File: src/rtl/fetch_sequencer_pkg.sv
// Shared definitions for the fetch/execute sequencer: opcode map, FSM states
// and default bus widths.
package fetch_sequencer_pkg;

    localparam int ADDR_W_DEF = 6;
    localparam int DATA_W_DEF = 8;

    // Opcode lives in the top two bits of the instruction word
    localparam logic [1:0] OP_NOP  = 2'b00;
    localparam logic [1:0] OP_JMP  = 2'b01;
    localparam logic [1:0] OP_JZ   = 2'b10;
    localparam logic [1:0] OP_HALT = 2'b11;

    typedef enum logic [2:0] {
        ST_IDLE   = 3'd0,
        ST_FETCH  = 3'd1,
        ST_DECODE = 3'd2,
        ST_HALT   = 3'd3,
        ST_FAULT  = 3'd4
    } state_t;

endpackage

File: src/rtl/fetch_sequencer_wait_timer.sv
// Memory wait counter: counts FETCH cycles without MEM_READY and flags the
// cycle on which the count would reach TIMEOUT.
module seq_wait_timer
    import fetch_sequencer_pkg::*;
#(
    parameter int TIMEOUT = 15
) (
    input  logic clk_i,
    input  logic rst_i,
    input  logic clear_i,
    input  logic inc_i,
    output logic expire_o
);

    logic [7:0] count_q;
    logic [7:0] count_d;

    // Clear has priority so a ready on the last allowed cycle is never a fault
    always_comb begin
        count_d = count_q;
        if (clear_i) begin
            count_d = '0;
        end else if (inc_i) begin
            count_d = count_q + 8'd1;
        end
    end

    always_ff @(posedge clk_i) begin
        if (rst_i) begin
            count_q <= '0;
        end else begin
            count_q <= count_d;
        end
    end

    assign expire_o = inc_i && !clear_i && (count_d == 8'(TIMEOUT));

endmodule

File: src/rtl/fetch_sequencer.sv
// Fetch/execute sequencer: fetches an instruction word, latches it in the IR
// and issues one PC step per instruction (increment or jump-target load).
module fetch_sequencer
    import fetch_sequencer_pkg::*;
#(
    parameter int ADDR_W  = ADDR_W_DEF,
    parameter int DATA_W  = DATA_W_DEF,
    parameter int TIMEOUT = 15
) (
    input  logic              clk_i,
    input  logic              reset_i,
    input  logic              run_i,
    input  logic              mem_ready_i,
    input  logic [DATA_W-1:0] mem_rdata_i,
    input  logic              cond_flag_i,
    output logic              mem_req_o,
    output logic              pc_step_o,
    output logic              pc_load_o,
    output logic [ADDR_W-1:0] pc_target_o,
    output logic [DATA_W-1:0] ir_out_o,
    output logic              ir_valid_o,
    output logic              halted_o,
    output logic              fault_o
);

    state_t            state_q;
    logic [DATA_W-1:0] ir_q;
    logic [1:0]        opcode;
    logic              in_fetch;
    logic              in_decode;
    logic              timer_clr;
    logic              timer_inc;
    logic              timer_expire;

    assign opcode    = ir_q[DATA_W-1 -: 2];
    assign in_fetch  = (state_q == ST_FETCH);
    assign in_decode = (state_q == ST_DECODE);
    assign timer_clr = !in_fetch || mem_ready_i;
    assign timer_inc = in_fetch && !mem_ready_i;

    seq_wait_timer #(
        .TIMEOUT(TIMEOUT)
    ) u_wait_timer (
        .clk_i   (clk_i),
        .rst_i   (reset_i),
        .clear_i (timer_clr),
        .inc_i   (timer_inc),
        .expire_o(timer_expire)
    );

    always_ff @(posedge clk_i) begin
        if (reset_i) begin
            state_q <= ST_IDLE;
            ir_q    <= '0;
        end else begin
            case (state_q)
                ST_IDLE: begin
                    if (run_i) state_q <= ST_FETCH;
                end
                ST_FETCH: begin
                    if (mem_ready_i) begin
                        ir_q    <= mem_rdata_i;
                        state_q <= ST_DECODE;
                    end else if (timer_expire) begin
                        state_q <= ST_FAULT;
                    end
                end
                ST_DECODE: begin
                    if (opcode == OP_HALT) state_q <= ST_HALT;
                    else if (run_i)        state_q <= ST_FETCH;
                    else                   state_q <= ST_IDLE;
                end
                ST_HALT, ST_FAULT: state_q <= state_q;
                default:           state_q <= ST_IDLE;
            endcase
        end
    end

    // Strobes are only live in DECODE; JZ needs the flag of that same cycle
    assign mem_req_o   = in_fetch;
    assign pc_step_o   = in_decode && (opcode != OP_HALT);
    assign pc_load_o   = in_decode && ((opcode == OP_JMP) ||
                                       ((opcode == OP_JZ) && cond_flag_i));
    assign ir_valid_o  = in_decode && (opcode == OP_NOP);
    assign halted_o    = (state_q == ST_HALT);
    assign fault_o     = (state_q == ST_FAULT);
    assign pc_target_o = ir_q[ADDR_W-1:0];
    assign ir_out_o    = ir_q;

endmodule

File: config.mk
export PLATFORM = sky130hd
export DESIGN_NAME = fetch_sequencer
export DESIGN_NICKNAME = d
export VERILOG_FILES = /design/src/rtl/fetch_sequencer_pkg.sv /design/src/rtl/fetch_sequencer_wait_timer.sv /design/src/rtl/fetch_sequencer.sv
export SDC_FILE = /design/constraint.sdc
export NUM_CORES = 1
export LEC_CHECK = 0
export CORE_MARGIN = 2
export CORE_UTILIZATION = 35
export CTS_CLUSTER_DIAMETER = 80
export DETAILED_ROUTE_END_ITERATION = 8
export PLACE_DENSITY = 0.64
export SETUP_SLACK_MARGIN = 0.05
export SLEW_MARGIN = 25
export SYNTH_ARGS = -nofsm -noshare
export SYNTH_HDL_FRONTEND = slang
export SYNTH_SLANG_ARGS = --single-unit
File: constraint.sdc
create_clock -name clk_i -period 1.7 [get_ports clk_i]
set_clock_uncertainty 0.05 [all_clocks]
set_input_delay 0.34 -clock clk_i [delete_from_list [all_inputs] [get_ports clk_i]]
set_output_delay 0.34 -clock clk_i [all_outputs]
set_load 0.01 [all_outputs]
==> out/metrics.csv <==
stage;metric;value;unit
floorplan;Initial Util;37.1;%
floorplan;# IOs;33;
worst_hold_path;Hold Crit Class;reg2reg;
detailed_routing;drt pass-1 iters;4;
sta;Slew HR;81.1;%
sta;RSZ-0062 raised after global routing;true;
pwr;Clock power frac;25.6;%
placed_design;port bufs;32;
yosys;Synth Warn #;0;
global_route;largest net degree at the start of global routing;12;
yosys;Area contributors post-synth;dfxtp_1 (41%), mux2i_1 (8.6%), nor2_1 (5.7%);
global_route;gr usage total;12.5;%
final_layout;Area Overhead vs Synth;42.5;%
yosys;Post-Syn Instances;97;
sta;final worst slack;0.111;ns
clock_network;clock root buffer master;clkbuf_4;
setup_path;max incr delay on CP;0.35;ns
final_layout;most common cell after layout, fill and taps aside;clkdlybuf4s50_1;
setup_path;CP max-delay cell;dfxtp_1;
sta;setup TNS;0;ns
clock_network;# clock sinks;19;
clock_network;CTS tree;done;
setup_path;endpoint type of the worst setup path;output port;
yosys;register area share after synthesis;41.0;%
global_route;global-route wire length before repair;3.19;mm
placed_design;Placer Congestion;0.764;
sta;Hold Slack;0.436;ns
final_layout;ANT cells;0;
pwr;Flop pwr share;54.8;%
final_layout;fraction of layout cells with a size suffix above 1;27.1;%
setup_path;Req. time, crit path;1.31;ns
pwr;Power Total;0.867;mW
detailed_routing;wire length on met1;876;µm
global_route;antenna violations before repair;0;
setup_path;critical path peak fanout;2;
yosys;syn_nets;111;
clock_network;TritonCTS Buffers;3;
final_layout;fin nets;148;
sta;Fin. Hold Viols;0;
detailed_routing;Post-DRT Antenna Nets;0;
pwr;power share of the combinational group;19.6;%
clock_network;Max Root-Sink Buffers;2;
detailed_routing;WL per Instance;11.5;µm
setup_path;crit-path cells;mux2_2 > nor2_1 > buf_2;
setup_path;kind of critical path;reg2out;
clock_network;Max H-tree Level;1;
detailed_routing;metal2 WL;867;µm
pwr;switch share;24.9;%
yosys;Post-Syn Area;927;µm²
clock_network;worst skew pair latency;0.29;ns
setup_path;CP Launch Type;flip-flop;
clock_network;hold buffer count at CTS;0;
floorplan;Die Y;55.5;µm
floorplan;die area;3080;µm²
clock_network;Clock transition at path regs;0.11;ns
detailed_routing;highest routed metal layer;met3;
sta;fmax;629;MHz
yosys;Synth Area per Inst;9.56;µm²
pwr;Int Power;0.651;mW
detailed_routing;drt first-iter violations;11;
yosys;Yosys top cell area share;41.0;%
sta;fin crit share;93.5;%
placed_design;Placed Area;1270;µm²
final_layout;Non-Filler Instances;163;
placed_design;post-DP HPWL;1.44;mm
placed_design;Place WS;-0.407;ns
floorplan;CORE AREA;2500;µm²
final_layout;commonest non-fill, non-tap cells in the layout;clkdlybuf4s50_1 (18), dfxtp_1 (14), nor2_1 (13), mux2i_1 (8), buf_4 (8);
sta;Slew Limit Fails;0;
flow_run;max-cap viol count;0;
pwr;switching pwr;0.216;mW
detailed_routing;# DRC;0;
yosys;cell type with the largest total area after synthesis;dfxtp_1;
detailed_routing;final WL;1.88;mm
status;status;complete, no violations;
floorplan;# rows;18;
sta;Final Critical Period;1.59;ns
floorplan;die width;55.5;µm
placed_design;placed cell count;159;
pwr;Pwr Density;656;nW/µm²
pwr;P_leak;0.631;nW
setup_path;Critical Path AT;1.20;ns
global_route;vias in the first global route;741;
sta;final setup fails;0;
final_layout;cell area after layout;1320;µm²
detailed_routing;Via-to-Cell Ratio;4.77;
detailed_routing;wire length on met3;136;µm
final_layout;final cell utilization of the core;52.9;%
yosys;Yosys reg bits;19;
sta;worst slew pin tran;0.279;ns
global_route;grt total ovfl;0;
yosys;Netlist cell types;34;
pwr;Max VDD drop;0.000510;V
detailed_routing;vias;777;
[final timing paths]
| path | startpoint | endpoint | slack, ns | depth (start not counted) |
|---|---|---|---|---|
| worst max-delay path | ir_out_o[6]$_SDFFE_PP0P_ | pc_load_o | 0.11 | 3 |
| worst min-delay path | u_wait_timer.count_q[0]$_SDFF_PP0_ | u_wait_timer.count_q[0]$_SDFF_PP0_ | 0.44 | 1 |
| worst max register to register | u_wait_timer.count_q[1]$_SDFF_PP0_ | state_q[2]$_SDFFE_PP0P_ | 0.19 | 5 |
| worst min register to register | u_wait_timer.count_q[0]$_SDFF_PP0_ | u_wait_timer.count_q[0]$_SDFF_PP0_ | 0.44 | 1 |
[layout make-up]
class / instances / area [µm²]
Multi-Input combinational cell: 67 / 492
Fill cell: 236 / 1180
Timing Repair Buffer: 40 / 367
Clock buffer: 3 / 22.5
Clock inverter: 1 / 5.00
Inverter: 3 / 11.3
Sequential cell: 19 / 387
Tap cell: 30 / 37.5
[power groups by stage]
stage | sequential (mW) | combinational [mW] | clock [mW]
floorplan | 0.488 | 0.0863 | 0
global placement | 0.482 | 0.172 | 0
detailed placement | 0.483 | 0.174 | 0
CTS | 0.474 | 0.177 | 0.235
global route | 0.479 | 0.184 | 0.252
finish | 0.475 | 0.170 | 0.222
[logic make-up (layout without fill, tap and decap cells)]
logic type	after synthesis	in the layout	synth area share, %
and+or+nand+nor	40	40	25.8
DFF	19	19	41.0
AOI/OAI and AO/OA	13	13	9.45
buffers and inverters	11	47	8.77
muxes	9	9	9.85
xor gates and xnor gates	4	4	3.78
adders and majority gates	1	1	1.35
[sequential cells by signal, indices dropped and copies added (netlist names)]
name / flops
ir_out_o: 8
state_q: 3
u_wait_timer.count_q: 8
[timing repair]
action                     in CTS  in global routing
resized for setup              27                 13
gates cloned                    0                  0
setup buffers                   0                  0
pin swaps                       1                  1
setup endpoints to repair       8                 15
[per-layer routing]
metal,vias to the layer above,GRT usage (%)
met4,0,4.18
met1,345,15.5
met3,0,4.45
met2,27,20.1
met5,-,0
li1,405,-
[critical path, delay by kind of cell (launching register included)]
family                 cells  cell delay (ns)
buffers and inverters      1             0.13
DFF                        1             0.35
muxes                      1             0.33
and+or+nand+nor            1             0.10
[cell usage after synthesis (all sizes together)]
master,number
buf,8
a21oi,4
nor3b,2
ha,1
nor3,2
nor2b,1
o21ai,2
a31oi,1
nor2,14
inv,3
mux2i,8
nand2b,1
and2,4
nand2,2
a21o,1
xor2,4
a211o,2
nand3,6
mux2,1
a22o,1
o21a,1
or3,1
dfxtp,19
nand4,1
nor4b,3
and3,3
a22oi,1
No activity file was read; power rests on OpenSTA's default activity.
